[src/rtl/stopwatch_bcd_display_pkg.sv]
// rtl/stopwatch_bcd_display_pkg.sv - shared BCD width and active-low 7-segment patterns
package stopwatch_bcd_display_pkg;

    localparam int BCD_W = 4;

    // Patterns are {g,f,e,d,c,b,a}, a 0 lights the segment
    localparam logic [6:0] SEG_0     = 7'b1000000;
    localparam logic [6:0] SEG_1     = 7'b1111001;
    localparam logic [6:0] SEG_2     = 7'b0100100;
    localparam logic [6:0] SEG_3     = 7'b0110000;
    localparam logic [6:0] SEG_4     = 7'b0011001;
    localparam logic [6:0] SEG_5     = 7'b0010010;
    localparam logic [6:0] SEG_6     = 7'b0000010;
    localparam logic [6:0] SEG_7     = 7'b1111000;
    localparam logic [6:0] SEG_8     = 7'b0000000;
    localparam logic [6:0] SEG_9     = 7'b0010000;
    localparam logic [6:0] SEG_BLANK = 7'h7F;

endpackage

[src/rtl/bcd_to_seg7.sv]
// rtl/bcd_to_seg7.sv - combinational BCD digit to active-low 7-segment decoder
module bcd_to_seg7
    import stopwatch_bcd_display_pkg::*;
(
    input  logic [BCD_W-1:0] bcd,
    output logic [6:0]       seg
);

    // Non-decimal codes blank the digit instead of showing garbage
    always_comb begin
        seg = SEG_BLANK;
        case (bcd)
            4'd0:    seg = SEG_0;
            4'd1:    seg = SEG_1;
            4'd2:    seg = SEG_2;
            4'd3:    seg = SEG_3;
            4'd4:    seg = SEG_4;
            4'd5:    seg = SEG_5;
            4'd6:    seg = SEG_6;
            4'd7:    seg = SEG_7;
            4'd8:    seg = SEG_8;
            4'd9:    seg = SEG_9;
            default: seg = SEG_BLANK;
        endcase
    end

endmodule

[src/rtl/stopwatch_bcd_display.sv]
// rtl/stopwatch_bcd_display.sv - BCD stopwatch with multiplexed common-anode 7-segment output
module stopwatch_bcd_display
    import stopwatch_bcd_display_pkg::*;
#(
    parameter int NUM_DIGITS = 4,
    parameter int SCAN_DIV   = 100_000
) (
    input  logic                        clk_100MHz,
    input  logic                        reset,
    input  logic                        clk_10Hz,
    input  logic                        btn_start_stop,
    input  logic                        btn_clear,
    output logic                        running,
    output logic                        overflow,
    output logic [BCD_W*NUM_DIGITS-1:0] bcd_value,
    output logic [NUM_DIGITS-1:0]       an,
    output logic [6:0]                  seg,
    output logic                        dp
);

    localparam int IDX_W = (NUM_DIGITS > 1) ? $clog2(NUM_DIGITS) : 1;
    localparam int CNT_W = (SCAN_DIV > 1) ? $clog2(SCAN_DIV) : 1;

    logic             s1, s2, s3;
    logic             ss_q, clr_q;
    logic             tick, ss_pulse, clr_pulse, count_en;
    logic [BCD_W-1:0] digit      [NUM_DIGITS];
    logic [BCD_W-1:0] digit_next [NUM_DIGITS];
    logic             wrap;
    logic [IDX_W-1:0] scan_idx;
    logic [CNT_W-1:0] scan_cnt;
    logic [6:0]       seg_dec;

    assign tick      = s2 & ~s3;
    assign ss_pulse  = btn_start_stop & ~ss_q;
    assign clr_pulse = btn_clear & ~clr_q;
    // Uses the pre-toggle running value so a coincident start/stop press does not gate this tick
    assign count_en  = running & tick;

    // Synchronise the 10 Hz wave and keep one history flop per button for edge detection
    always_ff @(posedge clk_100MHz) begin
        if (reset) begin
            s1    <= 1'b0;
            s2    <= 1'b0;
            s3    <= 1'b0;
            ss_q  <= 1'b0;
            clr_q <= 1'b0;
        end else begin
            s1    <= clk_10Hz;
            s2    <= s1;
            s3    <= s2;
            ss_q  <= btn_start_stop;
            clr_q <= btn_clear;
        end
    end

    // Each start/stop press flips the run state
    always_ff @(posedge clk_100MHz) begin
        if (reset) begin
            running <= 1'b0;
        end else if (ss_pulse) begin
            running <= ~running;
        end
    end

    // Ripple increment across the BCD digits; carry out of the top digit is the wrap
    always_comb begin
        logic carry;
        carry = count_en;
        for (int i = 0; i < NUM_DIGITS; i++) begin
            digit_next[i] = digit[i];
            if (carry) begin
                if (digit[i] == BCD_W'(9)) begin
                    digit_next[i] = '0;
                end else begin
                    digit_next[i] = digit[i] + BCD_W'(1);
                    carry         = 1'b0;
                end
            end
        end
        wrap = carry;
    end

    // Digit and overflow state; clear beats a coincident tick
    always_ff @(posedge clk_100MHz) begin
        if (reset || clr_pulse) begin
            for (int i = 0; i < NUM_DIGITS; i++) begin
                digit[i] <= '0;
            end
            overflow <= 1'b0;
        end else if (count_en) begin
            for (int i = 0; i < NUM_DIGITS; i++) begin
                digit[i] <= digit_next[i];
            end
            if (wrap) begin
                overflow <= 1'b1;
            end
        end
    end

    // Expose the digit registers directly, d0 in the low nibble
    always_comb begin
        for (int i = 0; i < NUM_DIGITS; i++) begin
            bcd_value[i*BCD_W +: BCD_W] = digit[i];
        end
    end

    // Slot timer: every SCAN_DIV cycles move to the next digit
    always_ff @(posedge clk_100MHz) begin
        if (reset) begin
            scan_cnt <= '0;
            scan_idx <= '0;
        end else if (scan_cnt == CNT_W'(SCAN_DIV - 1)) begin
            scan_cnt <= '0;
            if (scan_idx == IDX_W'(NUM_DIGITS - 1)) begin
                scan_idx <= '0;
            end else begin
                scan_idx <= scan_idx + IDX_W'(1);
            end
        end else begin
            scan_cnt <= scan_cnt + CNT_W'(1);
        end
    end

    bcd_to_seg7 u_dec (
        .bcd (digit[scan_idx]),
        .seg (seg_dec)
    );

    // Register the pin drive so anode, segments and point switch together
    always_ff @(posedge clk_100MHz) begin
        if (reset) begin
            an  <= '1;
            seg <= SEG_BLANK;
            dp  <= 1'b1;
        end else begin
            an  <= ~(NUM_DIGITS'(1) << scan_idx);
            seg <= seg_dec;
            dp  <= (scan_idx != IDX_W'(1));
        end
    end

endmodule
[config.mk]
export PLATFORM = sky130hd
export DESIGN_NAME = stopwatch_bcd_display
export DESIGN_NICKNAME = d
export VERILOG_FILES = /design/src/rtl/stopwatch_bcd_display_pkg.sv /design/src/rtl/bcd_to_seg7.sv /design/src/rtl/stopwatch_bcd_display.sv
export SDC_FILE = /design/constraint.sdc
export NUM_CORES = 1
export LEC_CHECK = 0
export BUFFER_PORTS_ARGS = -buffer_cell sky130_fd_sc_hd__buf_2
export CAP_MARGIN = 20
export CELL_PAD_IN_SITES_DETAIL_PLACEMENT = 1
export CELL_PAD_IN_SITES_GLOBAL_PLACEMENT = 2
export CORE_ASPECT_RATIO = 0.8
export CORE_MARGIN = 1
export CORE_UTILIZATION = 39
export DETAILED_ROUTE_END_ITERATION = 12
export HOLD_SLACK_MARGIN = 0.08
export PLACE_DENSITY = 0.89
export SYNTH_ARGS = -nofsm -noshare
export SYNTH_HDL_FRONTEND = slang
export SYNTH_SLANG_ARGS = --single-unit
[constraint.sdc]
create_clock -name clk_100MHz -period 3.49 [get_ports clk_100MHz]
set_input_delay 0 -clock clk_100MHz [delete_from_list [all_inputs] [get_ports clk_100MHz]]
set_output_delay 0 -clock clk_100MHz [all_outputs]
set_load 0.01 [all_outputs]
==> results by group <==
Logic synthesis
  • Avg Cell Area, Syn: 10.54 um^2
  • Largest family of logic cells by synthesized area: simple AND/OR/NAND/NOR gates
  • Post-synthesis xor/xnor area fraction: around 7.9%
  • Syn_nets: 265
  • Largest area contributor in the netlist: dfxtp_1
  • Post-synth ARST share: 0%
  • Synth warn: 0
  • Fraction of synthesized area in multiplexers: 5.297%
  • Post-synthesis sequential area ratio: approximately half
  • Post-synthesis cell count: 242
  • Synth top area cells: dfxtp_1 31%, edfxtp_1 19%, ha_1 8.8%
  • Most used DFF post-synth: dfxtp_1
  • Synth unique cells: 40
  • Synth Area in Compound Gates: between 4 and 5%
  • Count leader, synth: dfxtp_1
  • Simple logic cell fraction of the synthesized area: roughly 21%
  • Number of flops mapped to enable cells by yosys: 16
  • Synth Register Bits: 55
  • Post-Syn Area: 2551 um^2
  • Synth top area share: 30.60%
  • Synth cell count leaders: 39 x dfxtp_1, 37 x nor2_1, 18 x ha_1
  • Post-Synth Adder-Cell Area: 8.828%

STA
  • Final min period: 1.997 ns
  • RSZ-0062 raised after global routing: no
  • Setup_tns: 0 ns
  • Fmax: 0.5008 GHz
  • Worst slew pin tran: 0.7407 ns
  • Final Hold Vio Count: 0
  • Slew Viols, Final: 0
  • Clock skew: 0.008108 ns
  • Worst Slack Setup Final: between 1 and 1.5 ns
  • Final setup viols: 0
  • Slew headroom: 50.20%
  • Final worst path period share: 57.22%

Worst setup path
  • Worst endpoint data arrival time: 2.20 ns
  • Slowest stage delay, CP: 0.56 ns
  • CP required: 3.69 ns
  • CP Cell Sequence: mux4_2, inv_1, ha_1, inv_1, mux2_2, o2bb2ai_1, nand2b_1
  • Critical path endpoint category: flop
  • Worst Setup Start Kind: flop
  • Flop-to-flop setup slack: 1.49 ns
  • WP buf/inv: 2
  • Critical path's most frequent cell: inv_1
  • Crit-path max FO: 6
  • R2R Path Start: digit[2][0]
  • Setup crit start: digit[2][0]
  • CP top delay family: multiplexers
  • Slowest CP cell: mux4_2
  • CP Class: flop to flop

Route
  • 1st-iter DRT viols: 75
  • WL/cell: 14.99 um
  • DR pass1 iterations: 4
  • Final WL: 5428 um
  • DRC Markers: 0
  • Vias after detailed routing: 1809
  • Avg Vias per Cell: approximately 5
  • DRT antenna net count: 0

Placed design
  • Post-placement setup slack: 1.524 ns
  • RD Place Congestion: 0.7912
  • Port bufs: 34
  • Detailed placement HPWL: 4015 um

Power
  • Leakage power: 1.163 nW
  • VDD IR max: 210.7 uV
  • Power per cell area: 417.2 nW/um^2

Floorplanning
  • Core area: 6100 um^2
  • Effective utilization at floorplan: between 40% and 50%
  • Die X: about 92 um
  • Die Span Y: 74.34 um
  • Rows: 25
  • # IOs: 35
  • DIE AREA: 6871 um^2

Clock tree
  • Inserted Clock Buffers: 5
  • CTS tree: yes
  • Root Driver: clkbuf_8
  • Clock latency on the worst-skew pair: 0.30 ns
  • Postcts setup bufs: 0
  • Worst-path clk slew: around 0.1 ns
  • Clk buf depth: 2
  • # clock sinks: 55
  • CTS H-tree depth: 2

Final layout
  • Fraction of layout cells with a size suffix above 1: 17.79%
  • Area Growth Syn to Fin: 14.76%
  • Diodes inserted: 0
  • Nets: 303

Global routing
  • Largest net degree at the start of global routing: 22
  • Vias in the first global route: 1834
  • Initial antenna violation count: 0
  • Grt ovf: 0
  • First-pass GRT wire length: 9018 um
  • All-Layer GR Usage: between 15 and 20%

Outcome
  • Status: finished clean

Flow run
  • Maxcap violations: 0

Worst hold path
  • Worst min-delay path startpoint: reset
  • Hold Path Class: input port to flop
==> area by class of cell <==
cell class | instances | area [um^2]
fillers | 703 | 3172
well taps | 81 | 101.3
multi-input cells | 168 | 1209
inverters | 13 | 48.80
clock inverters | 3 | 38.79
flip-flops and latches | 55 | 1261
repair buffers | 37 | 200.2
clock buffers | 5 | 68.82
==> metrics by stage <==
stage	area [um^2]	power [mW]	util, %	instances	hold slack, ns
global route	2928	1.278	48.00	362	0.1026
detailed placement	2790	0.8225	45.74	351	0.2193
global placement	2790	0.8174	45.74	351	0.2085
finish	2928	1.222	48.00	362	0.08884
CTS	2928	1.240	48.00	362	0.09149
floorplan	2551	0.7802	-	242	0.1282
==> routing by layer <==
| metal | track usage [%] | vias to the layer above | wire length, um |
|---|---|---|---|
| met5 | 0 | - | 0 |
| met4 | 3.646 | 0 | 41 |
| met3 | 4.090 | 5 | 177 |
| met2 | 27.74 | 26 | 2484 |
| met1 | 23.94 | 877 | 2724 |
| li1 | - | 901 | - |
==> logic make-up (layout without fill, tap and decap cells) <==
group	count (synthesis)	after routing
AO/OA/AOI/OAI	19	19
XOR/XNOR	23	23
adder cells (fa/ha/maj)	18	18
buffers and inverters	19	58
flip-flops	55	55
multiplexers	8	8
AND/OR/NAND/NOR	100	100
==> worst paths after layout <==
path,endpoint,cells past startpoint
setup / recovery,seg[4],7
hold / removal,running,2
setup reg to reg,seg[4],7
hold reg to reg,s2,1
==> worst register-to-register path, cell delays in order (launching register included) <==
cell and delay (ns):
edfxtp_1 0.51, mux4_2 0.56, inv_1 0.13, ha_1 0.17
inv_1 0.04, mux2_2 0.25, o2bb2ai_1 0.16, nand2b_1 0.07
==> cell usage in the layout (no fill, tap or decap), drive strengths merged, types with 2 or more instances in the layout <==
| cell type | Yosys | routed |
|---|---|---|
| inv | 13 | 13 |
| nor4b | 2 | 2 |
| clkbuf | 2 | 5 |
| nand3 | 12 | 12 |
| nor4bb | 2 | 2 |
| nor2 | 38 | 38 |
| nor3 | 3 | 3 |
| or3 | 3 | 3 |
| xor2 | 12 | 12 |
| edfxtp | 16 | 16 |
| nand2 | 12 | 12 |
| xnor2 | 11 | 11 |
| buf | 4 | 34 |
| mux2i | 3 | 3 |
| and4 | 3 | 3 |
| o21ai | 7 | 7 |
| nor2b | 7 | 7 |
| dfxtp | 39 | 39 |
| a21oi | 4 | 4 |
| clkinv | 0 | 2 |
| nand3b | 4 | 4 |
| nand2b | 7 | 7 |
| mux4 | 4 | 4 |
| dlygate4sd3 | 0 | 3 |
| o21a | 3 | 3 |
| nand4 | 4 | 4 |
| ha | 18 | 18 |
==> flip-flops by register name (all words and copies together), names as in the netlist, named ones only <==
register,flops
dp,1
scan_idx,2
s1,1
running,1
s2,1
digit,16
s3,1
overflow,1
an,3
clr_q,1
scan_cnt,17
seg,7
ss_q,1
==> power by group <==
part	switching (mW)	internal, mW
registers	0.0232	0.682
clock network	0.202	0.210
logic	0.0587	0.0452
total	0.284	0.937
==> timing repair <==
| action | CTS | global route |
|---|---|---|
| resized for setup | 0 | 0 |
| hold buffers | 3 | 0 |
| hold endpoints to repair | 3 | 0 |
Power figures use the tool's default switching activity.
